**src/rtl/vga_timing_gen.sv**
```systemverilog
// vga_timing_gen: parametrised VGA raster timing generator; in clk_50MHz, reset (async active-low), en; out pix_tick, x, y, video_on, hsync, vsync, line_start, frame_start, frame_count
module vga_timing_gen #(
  parameter int HD = 640,
  parameter int HF = 16,
  parameter int HS = 96,
  parameter int HB = 48,
  parameter int VD = 480,
  parameter int VF = 10,
  parameter int VS = 2,
  parameter int VB = 33,
  parameter int HSYNC_POL = 0,
  parameter int VSYNC_POL = 0,
  parameter int CLK_DIV = 2,
  parameter int CW = 12,
  parameter int FW = 16
) (
  input  logic          clk_50MHz,
  input  logic          reset,
  input  logic          en,
  output logic          pix_tick,
  output logic [CW-1:0] x,
  output logic [CW-1:0] y,
  output logic          video_on,
  output logic          hsync,
  output logic          vsync,
  output logic          line_start,
  output logic          frame_start,
  output logic [FW-1:0] frame_count
);
  localparam int HT = HD + HF + HS + HB;
  localparam int VT = VD + VF + VS + VB;
  localparam int DW = CLK_DIV > 1 ? $clog2(CLK_DIV) : 1;
  localparam logic [CW-1:0] X_LAST = CW'(HT - 1);
  localparam logic [CW-1:0] Y_LAST = CW'(VT - 1);
  if (CLK_DIV < 1 || HD == 0 || HS == 0 || VD == 0 || VS == 0 || HT > 2**CW || VT > 2**CW) begin : g_bad_params
    $error("vga_timing_gen: illegal parameter set");
  end
  logic [DW-1:0] div_q, div_d;
  logic [CW-1:0] x_q, x_d, y_q, y_d;
  logic [FW-1:0] fc_q, fc_d;
  logic video_q, video_d, hsync_q, hsync_d, vsync_q, vsync_d;
  logic line_q, line_d, frame_q, frame_d, x_wrap;
  always_comb begin
    pix_tick = en && div_q == DW'(CLK_DIV - 1);
    x_wrap = pix_tick && x_q == X_LAST;
    div_d = !en ? div_q : pix_tick ? '0 : div_q + 1'b1;
    x_d = !pix_tick ? x_q : x_wrap ? '0 : x_q + 1'b1;
    y_d = !x_wrap ? y_q : y_q == Y_LAST ? '0 : y_q + 1'b1;
    video_d = int'(x_d) < HD && int'(y_d) < VD;
    hsync_d = (int'(x_d) >= HD + HF && int'(x_d) < HD + HF + HS) ? HSYNC_POL[0] : !HSYNC_POL[0];
    vsync_d = (int'(y_d) >= VD + VF && int'(y_d) < VD + VF + VS) ? VSYNC_POL[0] : !VSYNC_POL[0];
    line_d = x_wrap;
    frame_d = x_wrap && y_q == Y_LAST;
    fc_d = fc_q + FW'(frame_d);
  end
  always_ff @(posedge clk_50MHz or negedge reset) begin
    if (!reset) begin
      div_q <= '0;
      x_q <= X_LAST;
      y_q <= Y_LAST;
      video_q <= 1'b0;
      hsync_q <= !HSYNC_POL[0];
      vsync_q <= !VSYNC_POL[0];
      line_q <= 1'b0;
      frame_q <= 1'b0;
      fc_q <= '0;
    end else begin
      div_q <= div_d;
      x_q <= x_d;
      y_q <= y_d;
      video_q <= video_d;
      hsync_q <= hsync_d;
      vsync_q <= vsync_d;
      line_q <= line_d;
      frame_q <= frame_d;
      fc_q <= fc_d;
    end
  end
  assign x = x_q;
  assign y = y_q;
  assign video_on = video_q;
  assign hsync = hsync_q;
  assign vsync = vsync_q;
  assign line_start = line_q;
  assign frame_start = frame_q;
  assign frame_count = fc_q;
endmodule

```
**config.mk**
```make
export PLATFORM = sky130hd
export DESIGN_NAME = vga_timing_gen
export DESIGN_NICKNAME = d
export VERILOG_FILES = /design/src/rtl/vga_timing_gen.sv
export SDC_FILE = /design/constraint.sdc
export NUM_CORES = 1
export LEC_CHECK = 0
export ABC_AREA = 1
export CORE_MARGIN = 3
export CORE_UTILIZATION = 50
export CTS_CLUSTER_DIAMETER = 60
export CTS_CLUSTER_SIZE = 24
export DETAILED_ROUTE_END_ITERATION = 7
export PLACE_DENSITY_LB_ADDON = 0.25
export RECOVER_POWER = 50
export SLEW_MARGIN = 20
export SYNTH_ARGS = -nofsm -noshare
export SYNTH_HDL_FRONTEND = slang
export SYNTH_SLANG_ARGS = --single-unit
```
**constraint.sdc**
```tcl
create_clock -name clk_50MHz -period 3.6 [get_ports clk_50MHz]
set_clock_uncertainty 0.1 [all_clocks]
set_input_delay 0.9 -clock clk_50MHz [delete_from_list [all_inputs] [get_ports clk_50MHz]]
set_output_delay 0.9 -clock clk_50MHz [all_outputs]
set_load 0.01 [all_outputs]
```
**Word-level counts from Yosys, hierarchy flattened**

Cells that the tools add are included.

- Register bits after elaboration: 46
- Input port bits: 3
- Output and inout bits: 46
- Logic and storage cells: 34

- $add $sub $neg: 4
- $lt $le $gt $ge: 6
- Equal/unequal tests: 2
- Muxes and demuxes: 7
- Reductions and logical operators: 6

Operators by type and width:

| operator | count |
|---|---|
| 12-bit 2-to-1 mux | 4 |
| 12-bit by 1-bit adder with 12-bit output (second input constant) | 2 |
| 12-bit by 10-bit == test with 1-bit output (second input constant) | 2 |
| 12-bit by 10-bit less-than comparator with 1-bit output (second input constant) | 2 |
| 12-bit by 9-bit less-than comparator with 1-bit output (second input constant) | 2 |
| 16-bit by 1-bit adder with 16-bit output | 1 |
| 12-bit by 10-bit greater-or-equal comparator with 1-bit output (second input constant) | 1 |
| 12-bit by 9-bit greater-or-equal comparator with 1-bit output (second input constant) | 1 |
| 1-bit logical AND | 6 |
| 1-bit 2-to-1 mux | 3 |
| 1-bit adder (second input constant) | 1 |

**Longest topological paths before layout**

- Depth in word-level cells: 7
- Gate-level depth with buffers: 15
- Depth with buffers taken out: 15

**Worst setup path before layout**

OpenSTA, ideal clock, no wires.

- Kind: input to register
- From: in en
- To: reg fc_q[14], in the netlist frame_count[14]
- Setup time: 0.123 ns
- Arrival time: 2.626 ns
- Required time: 3.377 ns
- Slack: 0.751 ns
- Stages on the path: 13
- Buffers on the path: 0
- Cell sequence: nand2_4 nor3_1 nand2_1 nor2_1 ha_1 ha_1 nand3_1 nor2_1 nand2_1 nor2_1 nand3_1 nand3b_1 xor2_1

- Cells in the longest elaborated chain, start to end: 4

RTL lines:

| what | line | text |
|---|---|---|
| start, declared | 19 | `input logic en,` |
| 1-bit logical AND | 44 | `pix_tick = en && div_q == DW'(CLK_DIV - 1);` |
| 1-bit logical AND | 45 | `x_wrap = pix_tick && x_q == X_LAST;` |
| 1-bit logical AND | 53 | `frame_d = x_wrap && y_q == Y_LAST;` |
| via frame_d | 42 | `logic line_q, line_d, frame_q, frame_d, x_wrap;` |
| 16-bit by 1-bit adder with 16-bit output | 54 | `fc_d = fc_q + FW'(frame_d);` |
| via fc_d[14] | 40 | `logic [FW-1:0] fc_q, fc_d;` |
| end signal, assigned | 66 | `fc_q <= '0;` |
| end signal, assigned | 76 | `fc_q <= fc_d;` |
| end, declared | 40 |  |

The timed path passes the listed nets, and every way through them passes these cells.
A chain may end at the register's enable or synchronous reset.

**Worst setup path after layout**

- From: in en
- To: out pix_tick

- Cells in the longest elaborated chain, start to end: 1

RTL lines:

| what | line | text |
|---|---|---|
| 1-bit logical AND | 44 |  |
| end, declared | 20 | `output logic pix_tick,` |

Every way passes these cells.

==> flow_metrics.tcl <==
set metrics [dict create \
    outcome "finished, violations left" \
    failed_checks "capacitance limit, slew limit" \
    synthAdderAreaFrac_pct 2.41 \
    clockRootBuffer "clkbuf_8" \
    drc 0 \
    mostFrequentLayoutCells "100 x nand2_1, 57 x inv_1, 44 x clkdlybuf4s50_1" \
    fin_crit_sh_pct 94.4 \
    via_per_inst 5.08 \
    max_freq_mhz 294 \
    synth_mux_area_share_pct 0 \
    tightest_slew_ps 2340 \
    antennaDiodeCount 0 \
    timing_max_transition_violations_final 47 \
    crit_type "input pin to output pin" \
    n_fill_cell 453 \
    irDropWorstVdd_v 0.000269 \
    grt_start_max_net_pins 47 \
    area_delta_synth_final_pct 25.2 \
    ios 49 \
    antenna_found_initial 0 \
    worstPathArrival_ps 2400 \
    cts_buffers 5 \
    routed_wl_um 6110 \
    worst-endpoint-required_ps 2600 \
    fin_crit_ps 3400 \
    tns_ps 0 \
    cts_buffer_depth 2 \
    worstHoldPathType "flop to flop" \
    synth_top_family_by_area "simple AND/OR/NAND/NOR gates" \
    setup_viol 0 \
    syn-cell-area_um2 2600 \
    grt.total_usage_pct 22.5 \
    wire_per_inst_um 13.0 \
    synth_nets 350 \
    grt_pass1_wl_um 10800 \
    powerDensity_nw_per_um2 372 \
    yosys_warnings 0 \
    cts_resized 0 \
    synthSimpleGateAreaFrac_pct 37.1 \
    syn_avg_cell_area_um2 7.60 \
    hold_ws_ps 384 \
    synthDistinctLibCells 23 \
    hold_violations 0 \
    drive_above_1_share_pct 9.43 \
    cts_tree "built" \
    numPortBuffers 48 \
    die_w_um 78.1 \
    rsz0062_at_grt "false" \
    path_clk_slew_ps 90 \
    max-cap-violations 1 \
    clk_latency_ps 310 \
    crit_path_end_kind "output pin" \
    pre_cts_slack_ps -34.8 \
    post-route-util_pct 66.7 \
    dr.pass1.iters 4 \
    grt_pass1_vias 2356 \
    path_max_fanout 9 \
    power_mw 1.21 \
    cts_sinks 46 \
    hpwl_um 4600 \
    overflow 0 \
    die_area_um2 6100 \
    synth_compound_area_share_pct 1.97 \
    num_rows 25 \
    synth_cells 342 \
    drt_iter0_drc 160 \
    seq_area_frac_synth_pct 44.9 \
    drtAntennaViolNets 0 \
    cts.hold.buffers_added 0 \
    slew_headroom_pct -56.0 \
    core_um2 4880 \
    critPathLaunchType "input pin" \
    final_common_cell "nand2_1" \
    initial_core_util_pct 53.3 \
    setup_slack_ps 203 \
    die_height_um 78.1 \
    synth_seq_cells 46 \
    gp_congestion 0.908 \
    post_cts_buffers 0 \
    cellLeakagePower_nw 1.68 \
    via_count 2388 \
    nets 410 \
    synth-xor-area-share_pct 5.39 \
    htree_levels 2 \
]
[cells by family after synthesis]
logic type / Yosys count
and+or+nand+nor: 210
buffers and inverters: 57
DFF: 46
xor gates and xnor gates: 16
AOI/OAI and AO/OA: 8
adders and majority gates: 5
[stage by stage]
step	instances	cell area [um2]
after floorplan	342	2600
after global placement	462	3200
after detailed placement	462	3200
after CTS	470	3290
after global routing	470	3250
final	470	3250
[Yosys cell counts, drive strengths merged]
cell type,count,share of area [%]
nand3,36,7.5
dfrtp,34,33
nor3,9,2.1
xnor2,3,1.0
xor2,13,4.4
ha,5,2.4
nand3b,3,0.87
nor2,47,8.4
nand4,10,2.4
o21ai,5,1.1
inv,57,8.2
nand2,105,16
dfstp,12,12
o21bai,3,0.87
[registers in the layout (all words and copies together) (netlist names)]
name         flops
y               12
vsync            1
div_q            1
hsync            1
frame_count     16
frame_start      1
x               12
video_on         1
line_start       1
[worst max-delay path, stage by stage]
cell and delay [ps]:
clkdlybuf4s50_1 480, nand2_4 100, clkbuf_1 330, inv_1 100, clkdlybuf4s50_1 490
[per-layer routing]
layer  global-route usage (%)  up-vias  share of wire (%)
li1                         -     1180                  -
met1                     29.7     1123                 43
met2                     35.1       78                 49
met3                     6.77        7                6.5
met4                     8.39        0                1.5
met5                        0        -                  0
[worst paths after layout]
path	endpoint	slack, ps	cells after the start	startpoint
worst max-delay path	pix_tick	200	5	en
max in group asynchronous	x[10]	890	1	reset
worst max register to register	frame_count[14]	570	14	x[0]
worst min register to register	frame_count[15]	380	1	frame_count[15]
worst min-delay path	frame_count[15]	380	1	frame_count[15]
min in group asynchronous	div_q	1190	1	reset
[where the power goes]
part | internal, mW | switching [mW] | total [mW]
Combinational | 0.101 | 0.132 | 0.233
Sequential | 0.572 | 0.0574 | 0.629
Clock | 0.144 | 0.201 | 0.346
Total | 0.818 | 0.391 | 1.21
[cell type report]
type                    count  area, um2  area share, %
clock buffers               5       68.8           2.12
clock inverters             3       26.3          0.808
inverters                  57        214           6.58
multi-input cells         239       1190           36.7
flip-flops and latches     46       1170           35.8
well taps                  67       83.8           2.58
repair buffers             53        500           15.4
Note: power is estimated with default switching activity, not from simulation.
